<file path="src/rtl/cpu_vram_write_poster.sv">
`timescale 1ns/1ps
// Posted-write buffer: catches Z80 writes into the VRAM window, queues them and
// replays each one as a setup/pulse/hold SRAM write cycle on the back VRAM port.
//   state   | meaning
//   S_IDLE  | bus released; pops the FIFO head when data waits and no copy runs
//   S_SETUP | address/data/oe driven, WE_n still high
//   S_PULSE | WE_n low for WR_PULSE cycles
//   S_HOLD  | WE_n high again, address/data held one more cycle
module cpu_vram_write_poster #(
    parameter logic [2:0] WIN_BASE   = 3'b100,
    parameter int         FIFO_DEPTH = 8,
    parameter int         WR_PULSE   = 3
) (
    input  logic                          clk,
    input  logic                          rst_n,
    input  logic [15:0]                   cpu_addr,
    input  logic [7:0]                    cpu_data,
    input  logic                          cpu_wr,
    input  logic                          cpu_mreq,
    input  logic                          copy_in_progress,
    output logic [12:0]                   back_vram_addr,
    output logic [7:0]                    back_vram_data_out,
    output logic                          back_vram_data_oe,
    output logic                          back_vram_wr_low,
    output logic                          bus_busy,
    output logic [$clog2(FIFO_DEPTH):0]   fifo_count,
    output logic                          overflow
);
    localparam int PW = $clog2(FIFO_DEPTH);
    localparam int CW = (WR_PULSE > 1) ? $clog2(WR_PULSE) : 1;
    localparam logic [PW:0]   FULL_CNT   = (PW + 1)'(FIFO_DEPTH);
    localparam logic [CW-1:0] PULSE_LOAD = CW'(WR_PULSE - 1);

    typedef enum logic [1:0] {S_IDLE, S_SETUP, S_PULSE, S_HOLD} state_t;
    state_t state;

    logic        mreq_s1, mreq_s2, wr_s1, wr_s2, wr_act_q;
    logic [15:0] addr_q;
    logic [7:0]  data_q;
    logic        wr_act, strobe, push, pop, do_push, full;

    logic [20:0]   mem [FIFO_DEPTH];
    logic [PW-1:0] wr_ptr, rd_ptr;
    logic [CW-1:0] pulse_cnt;

    // Sync flops idle high so release from reset never looks like a write.
    always_ff @(posedge clk or negedge rst_n) begin
        if (!rst_n) begin
            mreq_s1  <= 1'b1;
            mreq_s2  <= 1'b1;
            wr_s1    <= 1'b1;
            wr_s2    <= 1'b1;
            wr_act_q <= 1'b0;
            addr_q   <= '0;
            data_q   <= '0;
        end else begin
            mreq_s1  <= cpu_mreq;
            mreq_s2  <= mreq_s1;
            wr_s1    <= cpu_wr;
            wr_s2    <= wr_s1;
            wr_act_q <= wr_act;
            addr_q   <= cpu_addr;
            data_q   <= cpu_data;
        end
    end

    assign wr_act  = ~mreq_s2 & ~wr_s2;
    assign strobe  = wr_act & ~wr_act_q;
    assign push    = strobe && (addr_q[15:13] == WIN_BASE);
    assign full    = (fifo_count == FULL_CNT);
    assign pop     = (state == S_IDLE) && (fifo_count != '0) && !copy_in_progress;
    assign do_push = push && (!full || pop);

    always_ff @(posedge clk) begin
        if (do_push) mem[wr_ptr] <= {addr_q[12:0], data_q};
    end

    always_ff @(posedge clk or negedge rst_n) begin
        if (!rst_n) begin
            wr_ptr     <= '0;
            rd_ptr     <= '0;
            fifo_count <= '0;
            overflow   <= 1'b0;
        end else begin
            if (do_push) wr_ptr <= wr_ptr + 1'b1;
            if (pop)     rd_ptr <= rd_ptr + 1'b1;
            case ({do_push, pop})
                2'b10:   fifo_count <= fifo_count + 1'b1;
                2'b01:   fifo_count <= fifo_count - 1'b1;
                default: ;
            endcase
            if (push && full && !pop) overflow <= 1'b1;
        end
    end

    always_ff @(posedge clk or negedge rst_n) begin
        if (!rst_n) begin
            state              <= S_IDLE;
            pulse_cnt          <= '0;
            back_vram_addr     <= '0;
            back_vram_data_out <= '0;
            back_vram_data_oe  <= 1'b0;
            back_vram_wr_low   <= 1'b1;
            bus_busy           <= 1'b0;
        end else begin
            case (state)
                S_IDLE: begin
                    if (pop) begin
                        {back_vram_addr, back_vram_data_out} <= mem[rd_ptr];
                        back_vram_data_oe <= 1'b1;
                        bus_busy          <= 1'b1;
                        state             <= S_SETUP;
                    end
                end
                S_SETUP: begin
                    back_vram_wr_low <= 1'b0;
                    pulse_cnt        <= PULSE_LOAD;
                    state            <= S_PULSE;
                end
                S_PULSE: begin
                    if (pulse_cnt == '0) begin
                        back_vram_wr_low <= 1'b1;
                        state            <= S_HOLD;
                    end else begin
                        pulse_cnt <= pulse_cnt - 1'b1;
                    end
                end
                S_HOLD: begin
                    back_vram_data_oe <= 1'b0;
                    bus_busy          <= 1'b0;
                    state             <= S_IDLE;
                end
                default: state <= S_IDLE;
            endcase
        end
    end
endmodule

</file>
<file path="config.mk">
export PLATFORM = sky130hd
export DESIGN_NAME = cpu_vram_write_poster
export DESIGN_NICKNAME = d
export VERILOG_FILES = /design/src/rtl/cpu_vram_write_poster.sv
export SDC_FILE = /design/constraint.sdc
export NUM_CORES = 1
export LEC_CHECK = 0
export CAP_MARGIN = 20
export CORE_ASPECT_RATIO = 1.25
export CORE_MARGIN = 2
export CORE_UTILIZATION = 50
export CTS_CLUSTER_DIAMETER = 60
export DETAILED_ROUTE_END_ITERATION = 16
export GPL_ROUTABILITY_DRIVEN = 0
export GPL_TIMING_DRIVEN = 0
export PLACE_DENSITY = 0.69
export SYNTH_ARGS = -nofsm -noshare
export SYNTH_HDL_FRONTEND = slang
export SYNTH_SLANG_ARGS = --single-unit
</file>
<file path="constraint.sdc">
create_clock -name clk -period 9.6 [get_ports clk]
set_input_delay 2.4 -clock clk [delete_from_list [all_inputs] [get_ports clk]]
set_output_delay 2.4 -clock clk [all_outputs]
set_load 0.05 [all_outputs]
</file>
==> summary.md <==
| Metric | Value |
|---|---|
| Outcome | `completed` |
| Hold_sp | `mreq_s1` |
| Layout Skew | `0.00958 ns` |
| Pwr dens | `291 nW/um^2` |
| Drt first-iter violations | `319` |
| #FFs+latches synth | `235` |
| Setup Fix Bufs, Post-CTS | `0` |
| First-pass GRT wire length | `27600 um` |
| Worst reg2reg setup slack | `6.78 ns` |
| Clock latency on the worst-skew pair | `0.50 ns` |
| Period minus WS final | `4.37 ns` |
| DR pass1 iterations | `5` |
| Die height | `153 um` |
| Area Overhead vs Synth | `19.4%` |
| Syn. warnings | `0` |
| Worst R2R Path Depth | `14` |
| Crit. End Element | `flip-flop` |
| Max Root-Sink Buffers | `3` |
| Setup slack after layout | `5.23 ns` |
| Unrepaired setup endpoints after global routing | `false` |
| Final Slew Violations | `0` |
| Via-per-instance ratio | `5.52` |
| Clock transition at path regs | `0.06 ns` |
| Number of global-route vias before repair | `5085` |
| Hold buffer count at cts | `0` |
| Overflow after GRT | `0` |
| CTS tree | `built` |
| Dominant cells by area after synthesis | `edfxtp_1, dfrtp_1, mux2i_1` |
| Hold crit path type | `reg2reg` |
| Diodes inserted | `0` |
| Leakage | `4.05 nW` |
| Total die area | `18900 um^2` |
| Synth cell types | `38` |
| Sink Count | `235` |
| Max-Cap Viols | `0` |
| Fillers | `1308` |
| Cts bufs inserted | `23` |
| Vias after detailed routing | `4779` |
| Post-synth EDFFs | `168` |
| Cells after Synth | `532` |
| Worst slew pin tran | `0.889 ns` |
| GR Util All Layers | `19.5%` |
| Final setup viols | `0` |
| H-Tree Depth | `1` |
| Layout Nets | `668` |
| Clk root buf | `clkbuf_16` |
| Post-CTS sizing | `0` |
| Syn nets | `572` |
| Mapped Avg Cell Area | `16.7 um^2` |
| Register area share after synthesis | `75.7%` |
| DP HPWL | `11500 um` |
| Period Utilization, post-route | `45.5%` |
| Core area | `17400 um^2` |
| Pre-CTS setup slack | `4.70 ns` |
| Cell Area, Synth | `8890 um^2` |
| TNS Setup | `0 ns` |
| Worst-path fanout max | `11` |
| I/O Buffers | `57` |
| Crit path launch type | `input port` |
| Final hold vios | `0` |
| Hold path endpoint | `mreq_s2` |
| Most frequent CP cell | `xor2_1` |
| Slew headroom | `40.7%` |
| Reg-to-Reg Start | `state[0]` |
| Delay of the slowest cell on the worst path | `0.39 ns` |
| DIE WIDTH | `123 um` |
| Reg-to-reg endpoint | `fifo_count[2]` |
| WS Path Type | `in2reg` |
| Worst hold path cell count | `0` |
| Total power | `3.08 mW` |
| DRT antenna net count | `0` |
| VDD IR max | `144 uV` |
| Routed len/inst | `20.8 um` |
| Fmax | `0.229 GHz` |
| Synth async-reset ratio | `28.5%` |
| Initial antenna violation count | `0` |
| Worst-path cell chain | `clkdlybuf4s50_1, nand2b_1, a21o_1, buf_6, inv_2, buf_6, ha_1, xor2_1, ha_1, a21oi_1, xor2_1, nor2_1, xor2_1` |
| Post-route DRC violation count | `0` |
| Dominant synthesized flop cell | `edfxtp_1` |
| Required time of the critical path | `9.98 ns` |
| Pin count of the biggest net entering global routing | `68` |
| CP arrival | `4.74 ns` |
| I/O pin count | `58` |
| Share of layout cells above drive strength 1 | `12.5%` |
| CP max stage cell | `clkdlybuf4s50_1` |
| Total Wirelength | `18000 um` |
| Post-synth top area cell | `edfxtp_1` |
| Starting Density | `51.0%` |
| Post-Place Cells | `827` |
| Share of the synthesized area in the top cell type | `56.7%` |
| Std cell rows | `54` |
| Final cell count without fillers | `866` |
-- worst max-delay path by stage --
stage | start | endpoint | slack, ns | depth (start not counted)
2_1_floorplan | copy_in_progress | mem[0][0] | 4.28 | 4
3_3_place_gp | copy_in_progress | mem[0][17] | 1.91 | 5
3_5_place_dp | copy_in_progress | fifo_count[2] | 4.70 | 13
4_1_cts | copy_in_progress | fifo_count[2] | 5.23 | 13
5_1_grt | copy_in_progress | fifo_count[2] | 4.98 | 13
6_report | copy_in_progress | fifo_count[2] | 5.23 | 13
-- placed cells by master, fill, tap and decap left out, drive strengths merged --
cell,instances
edfxtp,168
mux2i,84
dfrtp,62
clkdlybuf4s50,56
nand2,49
a22oi,42
clkbuf,42
buf,31
nand3,24
nor2,13
ha,11
inv,7
a21oi,7
xnor2,6
nor3,5
dfstp,5
clkinv,5
nand2b,4
xor2,3
mux2,3
nor2b,2
o21ai,2
a21o,1
and4b,1
nor4,1
and2,1
and2b,1
a2bb2oi,1
nand3b,1
a211o,1
nor3b,1
a41oi,1
a41o,1
-- per-stage QoR --
step	hold slack, ns	util, %	area (um^2)
after global routing	0.363	60.9	10600
after floorplan	0.345	-	8890
after CTS	0.356	60.9	10600
final	0.355	60.9	10600
after global placement	0.346	55.9	9740
after detailed placement	0.348	57.0	9940
-- synthesized netlist by cell type (3+ instances only) --
master,n
edfxtp_1,168
mux2i_1,84
dfrtp_1,62
nand2_1,48
a22oi_1,42
nand3_1,24
nor2_1,13
ha_1,11
clkbuf_1,8
a21oi_1,6
buf_2,6
buf_6,6
inv_1,6
xnor2_1,6
dfstp_2,5
buf_4,4
nand2b_1,4
nor3_1,4
xor2_1,3
-- metal layers --
metal | part of all wire, % | global-route usage [%] | wire (um) | vias to the layer above
li1 | - | - | - | 2201
met1 | 40 | 24.1 | 7250 | 2426
met2 | 54 | 35.0 | 9680 | 125
met3 | 4.1 | 2.84 | 739 | 27
met4 | 1.9 | 6.11 | 348 | 0
met5 | 0 | 0 | 0 | -
-- state kept, by name, summed over array words and instances, names as in the netlist --
| signal | cells |
|---|---|
| state | 2 |
| pulse_cnt | 2 |
| back_vram_addr | 13 |
| wr_act_q | 1 |
| rd_ptr | 3 |
| back_vram_data_out | 8 |
| overflow | 1 |
| mreq_s1 | 1 |
| back_vram_wr_low | 1 |
| data_q | 8 |
| fifo_count | 4 |
| wr_s2 | 1 |
| mreq_s2 | 1 |
| wr_s1 | 1 |
| addr_q | 16 |
| mem | 168 |
| bus_busy | 1 |
| wr_ptr | 3 |
-- critical path, delay by kind of cell --
family	cells	cell delay [ns]
buf+inv	4	0.88
xor+xnor	3	0.41
fa+ha+maj	2	0.47
compound gates	2	0.34
simple gates	2	0.25
-- final cells by class --
class                      count  area (um^2)  area share (%)
inverter                       7         26.3           0.247
multi-input combinational    266         2020            19.0
buffer                        24          158            1.48
clock buffer                  34          657            6.19
timing repair buffer          71          729            6.87
clock inverter                 5         21.3           0.200
tap                          224          280            2.64
sequential                   235         6730            63.4
-- kinds of logic (layout without fill, tap and decap cells) --
| kind of cell | Yosys count | in the layout | share of synthesized area [%] |
|---|---|---|---|
| flops | 235 | 235 | 75.7 |
| simple gates | 103 | 103 | 5.26 |
| mux | 87 | 87 | 9.88 |
| compound gates | 56 | 56 | 4.67 |
| buf+inv | 31 | 141 | 2.07 |
| fa+ha+maj | 11 | 11 | 1.55 |
| xor+xnor | 9 | 9 | 0.887 |
-- where the power goes --
group          internal, mW  leakage, nW  switching [mW]
sequential             1.18         2.31          0.0742
combinational         0.388         1.41           0.625
clock                 0.469        0.333           0.350
total                  2.04         4.05            1.05
Power figures use the tool's default switching activity.
